--- src/rtl/l1d_mshr_linefill_arb_pkg.sv ---
// Shared L1D types and constants for the MSHR linefill path: downstream request payload,
// bus request payload, and the linefill outstanding cap.
package l1d_mshr_linefill_arb_pkg;

   localparam int L1D_MSHR_ENTRY_NUM           = 8;
   localparam int L1D_LINEFILL_OUTSTANDING_MAX = 4;
   localparam int L1D_MSHR_ID_WIDTH            = $clog2(L1D_MSHR_ENTRY_NUM);
   localparam int L1D_TAG_WIDTH                = 20;
   localparam int L1D_INDEX_WIDTH              = 6;
   localparam int L1D_WAY_WIDTH                = 2;
   localparam int L1D_OFFSET_WIDTH             = 6;
   localparam int L1D_SB_PLD_WIDTH             = 16;

   typedef struct packed {
      logic [L1D_TAG_WIDTH-1:0]    tag;
      logic [L1D_WAY_WIDTH-1:0]    way;
      logic [L1D_INDEX_WIDTH-1:0]  index;
      logic [L1D_OFFSET_WIDTH-1:0] offset;
      logic [L1D_SB_PLD_WIDTH-1:0] sb_pld;
   } pack_l1d_mshr_downstream_req_pld;

   typedef struct packed {
      logic [L1D_TAG_WIDTH-1:0]     tag;
      logic [L1D_INDEX_WIDTH-1:0]   index;
      logic [L1D_MSHR_ID_WIDTH-1:0] id;
   } pack_l1d_bus_req_pld;

endpackage

--- src/rtl/l1d_rr_arb.sv ---
// Combinational round-robin arbiter: first requester at or after ptr_i wins.
// Shared by the linefill, rw and evict request arbiters.
module l1d_rr_arb #(
   parameter int N     = 8,
   parameter int IDX_W = $clog2(N)
) (
   input  logic [N-1:0]     req_i,
   input  logic [IDX_W-1:0] ptr_i,
   output logic [N-1:0]     gnt_o,
   output logic [IDX_W-1:0] gnt_idx_o,
   output logic             gnt_vld_o
);

   logic [IDX_W-1:0] cand_idx;

   // N is a power of two, so the candidate index wraps by truncation.
   always_comb begin
      gnt_vld_o = 1'b0;
      gnt_idx_o = '0;
      cand_idx  = '0;
      for (int k = 0; k < N; k++) begin
         cand_idx = ptr_i + IDX_W'(k);
         if (!gnt_vld_o && req_i[cand_idx]) begin
            gnt_vld_o = 1'b1;
            gnt_idx_o = cand_idx;
         end
      end
      gnt_o = gnt_vld_o ? (N'(1) << gnt_idx_o) : '0;
   end

endmodule

--- src/rtl/l1d_mshr_linefill_arb.sv ---
// Round-robin linefill arbiter between the MSHR entries and the bus, with per-entry
// outstanding tracking and done decode. L1D_LINEFILL_ARB_PERF_EN adds perf counters.
module l1d_mshr_linefill_arb
   import l1d_mshr_linefill_arb_pkg::*;
#(
   parameter int ENTRY_NUM       = L1D_MSHR_ENTRY_NUM,
   parameter int OUTSTANDING_MAX = L1D_LINEFILL_OUTSTANDING_MAX,
   parameter int ID_WIDTH        = $clog2(ENTRY_NUM),
   localparam int CNT_W          = $clog2(OUTSTANDING_MAX + 1)
) (
   input  logic                            clk,
   input  logic                            rst,
   input  logic [ENTRY_NUM-1:0]            v_downstream_req_vld,
   output logic [ENTRY_NUM-1:0]            v_downstream_req_rdy,
   input  pack_l1d_mshr_downstream_req_pld v_downstream_req_pld [ENTRY_NUM],
   output logic                            bus_req_vld,
   input  logic                            bus_req_rdy,
   output pack_l1d_bus_req_pld             bus_req_pld,
   input  logic                            bus_rsp_vld,
   output logic                            bus_rsp_rdy,
   input  logic [ID_WIDTH-1:0]             bus_rsp_id,
   input  logic                            bus_rsp_last,
   output logic [ENTRY_NUM-1:0]            v_linefill_done_en,
   output logic [CNT_W-1:0]                outstanding_cnt,
`ifdef L1D_LINEFILL_ARB_PERF_EN
   output logic [31:0]                     perf_grant_cnt,
   output logic [31:0]                     perf_cap_stall_cnt,
`endif
   output logic                            err_unexpected_rsp
);

   logic [ENTRY_NUM-1:0] outstanding_q, outstanding_d;
   logic [CNT_W-1:0]     cnt_q, cnt_d;
   logic [ID_WIDTH-1:0]  ptr_q, ptr_d;
   logic                 bus_vld_q, bus_vld_d;
   pack_l1d_bus_req_pld  bus_pld_q, bus_pld_d;
   logic                 err_q, err_d;

   logic [ENTRY_NUM-1:0] eligible, arb_gnt;
   logic [ID_WIDTH-1:0]  arb_idx;
   logic                 arb_vld, cap_ok, can_issue, grant, rsp_hit, rsp_miss;
   logic                 unused_pld;

   assign eligible  = v_downstream_req_vld & ~outstanding_q;
   assign cap_ok    = (cnt_q < CNT_W'(OUTSTANDING_MAX));
   assign can_issue = (!bus_vld_q || bus_req_rdy) && cap_ok;

   l1d_rr_arb #(.N(ENTRY_NUM), .IDX_W(ID_WIDTH)) u_rr_arb (
      .req_i     (eligible),
      .ptr_i     (ptr_q),
      .gnt_o     (arb_gnt),
      .gnt_idx_o (arb_idx),
      .gnt_vld_o (arb_vld)
   );

   // Outstanding bits are read as registered, so an entry freed this cycle waits a cycle.
   always_comb begin
      grant                = !rst && arb_vld && can_issue;
      rsp_hit              = !rst && bus_rsp_vld && bus_rsp_last && outstanding_q[bus_rsp_id];
      rsp_miss             = bus_rsp_vld && bus_rsp_last && !outstanding_q[bus_rsp_id];
      v_downstream_req_rdy = grant ? arb_gnt : '0;
      v_linefill_done_en   = rsp_hit ? (ENTRY_NUM'(1) << bus_rsp_id) : '0;
      outstanding_d        = (outstanding_q & ~v_linefill_done_en) | v_downstream_req_rdy;
      cnt_d                = cnt_q + CNT_W'(grant) - CNT_W'(rsp_hit);
      ptr_d                = grant ? (arb_idx + ID_WIDTH'(1)) : ptr_q;
      err_d                = err_q | rsp_miss;
      bus_vld_d            = bus_vld_q && !bus_req_rdy;
      bus_pld_d            = bus_pld_q;
      if (grant) begin
         bus_vld_d       = 1'b1;
         bus_pld_d.tag   = v_downstream_req_pld[arb_idx].tag;
         bus_pld_d.index = v_downstream_req_pld[arb_idx].index;
         bus_pld_d.id    = L1D_MSHR_ID_WIDTH'(arb_idx);
      end
   end

   always_ff @(posedge clk) begin
      if (rst) begin
         outstanding_q <= '0;
         cnt_q         <= '0;
         ptr_q         <= '0;
         bus_vld_q     <= 1'b0;
         err_q         <= 1'b0;
      end else begin
         outstanding_q <= outstanding_d;
         cnt_q         <= cnt_d;
         ptr_q         <= ptr_d;
         bus_vld_q     <= bus_vld_d;
         err_q         <= err_d;
      end
   end

   // Payload carries no reset; it is only meaningful while bus_req_vld is high.
   always_ff @(posedge clk) begin
      bus_pld_q <= bus_pld_d;
   end

   assign bus_req_vld        = bus_vld_q;
   assign bus_req_pld        = bus_pld_q;
   assign bus_rsp_rdy        = 1'b1;
   assign outstanding_cnt    = cnt_q;
   assign err_unexpected_rsp = err_q;

   always_comb begin
      unused_pld = 1'b0;
      for (int i = 0; i < ENTRY_NUM; i++) begin
         unused_pld = unused_pld ^ (^{v_downstream_req_pld[i].way,
                                      v_downstream_req_pld[i].offset,
                                      v_downstream_req_pld[i].sb_pld});
      end
   end

`ifdef L1D_LINEFILL_ARB_PERF_EN
   logic [31:0] perf_grant_q, perf_stall_q;

   always_ff @(posedge clk) begin
      if (rst) begin
         perf_grant_q <= '0;
         perf_stall_q <= '0;
      end else begin
         if (grant && perf_grant_q != 32'hFFFF_FFFF) perf_grant_q <= perf_grant_q + 32'd1;
         if ((|eligible) && !cap_ok && perf_stall_q != 32'hFFFF_FFFF)
            perf_stall_q <= perf_stall_q + 32'd1;
      end
   end

   assign perf_grant_cnt     = perf_grant_q;
   assign perf_cap_stall_cnt = perf_stall_q;
`endif

endmodule

--- config.mk ---
export PLATFORM = sky130hd
export DESIGN_NAME = l1d_mshr_linefill_arb
export DESIGN_NICKNAME = d
export VERILOG_FILES = /design/src/rtl/l1d_mshr_linefill_arb_pkg.sv /design/src/rtl/l1d_rr_arb.sv /design/src/rtl/l1d_mshr_linefill_arb.sv
export SDC_FILE = /design/constraint.sdc
export NUM_CORES = 1
export LEC_CHECK = 0
export ABC_AREA = 1
export BUFFER_PORTS_ARGS = -buffer_cell sky130_fd_sc_hd__buf_2
export CAP_MARGIN = 15
export CORE_AREA = 2 2 180 182
export CTS_CLUSTER_DIAMETER = 40
export DETAILED_ROUTE_END_ITERATION = 7
export DIE_AREA = 0 0 182 184
export HOLD_SLACK_MARGIN = 0.12
export SLEW_MARGIN = 5
export SYNTH_ARGS = -nofsm -noshare
export SYNTH_HDL_FRONTEND = slang
export SYNTH_SLANG_ARGS = --single-unit
export TNS_END_PERCENT = 5
--- constraint.sdc ---
create_clock -name clk -period 5.7 [get_ports clk]
set_input_delay 1.14 -clock clk [delete_from_list [all_inputs] [get_ports clk]]
set_output_delay 1.14 -clock clk [all_outputs]
set_load 0.02 [all_outputs]
==> metrics.txt <==
Setup Fix Bufs, Post-CTS 0; worst skew pair latency 0.31 ns; largest family of logic cells by synthesized area simple AND/OR/NAND/NOR gates; Post-Synth XOR/XNOR Area less than 1%; count of filler cells inserted in the layout about 3700; Root Buffer Master clkbuf_16; Tmin final around 5.4 ns; RSZ-0062 raised after global routing no; CP Data Arrival Time roughly 4.2 ns; final setup fails 0; FF/Latch Area ~0.0012 sq mm; Vias/cell 4.39; Syn Inst Count between 700 and 800; syn avg cell area ~6.3 sq um; max_slew headroom 26.9%; # hold bufs at CTS 0; core footprint 0.0314 sq mm; most frequent CP cell inv_1; Simple-Gate Fraction of Synth Area approximately 55%; cts repair resizes 0; Async S/R FF share, synth 0%; Slowest cell on crit path dfxtp_1; Peak Freq 187 MHz; CP bufs+invs 6; post-synth top area cell nand3_1; die area 0.0335 sq mm; largest net degree at the start of global routing around 110; Port Buffer Count approximately 270; CTS Sinks 45; setup tns final 0 ns; Worst-path clk slew about 0.080 ns; drt first pass iters 5; clk buf depth 2; Setup CP Type flip-flop to output port; antenna viol nets, final 0; status finished clean; max incr delay on CP 0.59 ns; gp weighted congestion 0.910; Yosys cell types 36; Row Count 65; GR Util All Layers around an eighth; mapped cell area 0.00462 sq mm; first-pass GRT wire length approximately 32000 um; Max Clock Skew about 0.016 ns; worst-path maximum fanout 24; post-synthesis sequential area ratio roughly a quarter; Syn-to-layout area delta 39.5%; final WL between 20000 and 25000 um; Critical Path, Cell by Cell inv_2 -> ha_1 -> inv_1 -> nand3_1 -> nand2_1 -> nor2_1 -> o21bai_2 -> inv_1 -> nand4_2 -> nand4_4 -> nand2_4 -> inv_1 -> ha_1 -> ha_1 -> nand2_1 -> inv_1 -> buf_2; CTS buffer count 5; multi-input logic area ~0.003 sq mm; Die Width between 150 and 200 um; Main synth FF type edfxtp_1; HP Class flip-flop to flip-flop; critical path endpoint category output port; part of the cycle the worst path needs between 90% and 100%; complex-gate fraction of the synthesized area 4.79%; Worst Max-Slew Pin Slew between 1 and 1.5 ns; CTS tree yes; post-DP HPWL 17300 um; maxcap violations 0; Nets between 1000 and 1500; drt drc 0; FF+latch count, synth 45; global route total overflow 0; top cell type's share of synthesized area roughly a third; worst path required time 4.56 ns; startpoint types flip-flop; Post-synth EDFFs 29; die height roughly 180 um; YS warnings 0; Hold Vio Cnt, Final 0; drt initial violations a little under 400; layout cell share with drive strength beyond 1 between 30% and 40%; delay-heaviest family, CP simple AND/OR/NAND/NOR gates; post-synthesis adder-cell area fraction under 10%; initial antenna violation count 8; synth top area cells nand3_1 32%, edfxtp_1 19%, nand2_1 14%, dfxtp_1 6.9%, buf_2 3.8%; vias between 6000 and 7000; WL/cell ~16 um; io pins 467; H-tree levels 2; most frequent cells after synthesis 298 x nand3_1, 175 x nand2_1, 41 x inv_1, 35 x buf_2, 34 x nor2_1; initial core utilization ~15%; vias in the first global route approximately 5500; mux cell area share after synthesis 0%; Syn Nets 1164; max-slew violations 0; most numerous cell in the Yosys netlist nand3_1
-- kinds of logic (layout without fill, tap and decap cells) --
logic type | Yosys count | count (layout)
and+or+nand+nor | 534 | 534
buffers and inverters | 103 | 339
DFF | 45 | 45
AOI/OAI and AO/OA | 39 | 39
adders and majority gates | 11 | 11
xor gates and xnor gates | 4 | 4
other | 1 | 6
-- cell usage in the layout, fill, tap and decap left out, types with 3 or more instances in the layout --
| master | instances |
|---|---|
| inv_2 | 6 |
| nor2_1 | 34 |
| o21ai_0 | 15 |
| nand3_1 | 298 |
| buf_2 | 273 |
| nand3_2 | 9 |
| inv_1 | 39 |
| diode_2 | 5 |
| clkbuf_16 | 5 |
| buf_4 | 12 |
| nor2_4 | 5 |
| ha_1 | 10 |
| nand4_1 | 3 |
| dfxtp_1 | 16 |
| nand2_1 | 174 |
| edfxtp_1 | 29 |
| a21oi_1 | 12 |
-- final timing paths --
check / startpoint / end / slack, ns / cells past startpoint
min reg2reg: outstanding_q[1] / outstanding_q[1] / 0.48 / 2
max: ptr_q[1] / v_downstream_req_rdy[7] / 0.34 / 17
min: outstanding_q[1] / outstanding_q[1] / 0.48 / 2
max reg2reg: ptr_q[1] / bus_req_pld[11] / 1.19 / 16
-- layout make-up --
type                       instances  area share, %
clock inverter                     3          0.369
antenna                            5          0.194
inverter                          46           2.68
sequential                        45           18.5
multi-input combinational        589           45.9
clock buffer                       5           1.94
timing repair buffer             285           22.6
tap                              402           7.80
-- per-layer routing --
layer / vias up / routed length, um / track usage (%)
li1: 3005 / - / -
met1: 2738 / 9380 / 15.6
met2: 281 / 10400 / 21.2
met3: 35 / 1870 / 3.68
met4: 6 / 697 / 4.48
met5: - / 39 / 0
-- through the flow --
| step | std cells | utilization [%] | setup slack (ns) | area [sq um] | hold slack, ns |
|---|---|---|---|---|---|
| after floorplan | 737 | - | 1.48 | 4620 | 0.448 |
| after global placement | 1367 | 20.0 | 0.725 | 6280 | 0.449 |
| after detailed placement | 1367 | 20.0 | 0.726 | 6280 | 0.468 |
| after CTS | 1375 | 20.5 | 0.354 | 6430 | 0.480 |
| after global routing | 1376 | 20.5 | 0.0114 | 6430 | 0.501 |
| final | 1380 | 20.5 | 0.345 | 6440 | 0.479 |
-- registers in the layout (all words and copies together) (netlist names) --
name	count
bus_req_vld	1
outstanding_cnt	3
bus_req_pld	29
err_unexpected_rsp	1
outstanding_q	8
ptr_q	3
-- worst reg2reg max path: cells and delay by family (launching register included) --
| kind | cells | cell delay [ns] |
|---|---|---|
| compound gates | 1 | 0.18 |
| flops | 1 | 0.59 |
| simple gates | 10 | 1.91 |
| buf+inv | 4 | 1.16 |
| fa+ha+maj | 1 | 0.51 |
Power is left out: the tool's default activity adds up to more than one toggle a clock period on the data nets, which glitch-free logic cannot reach.
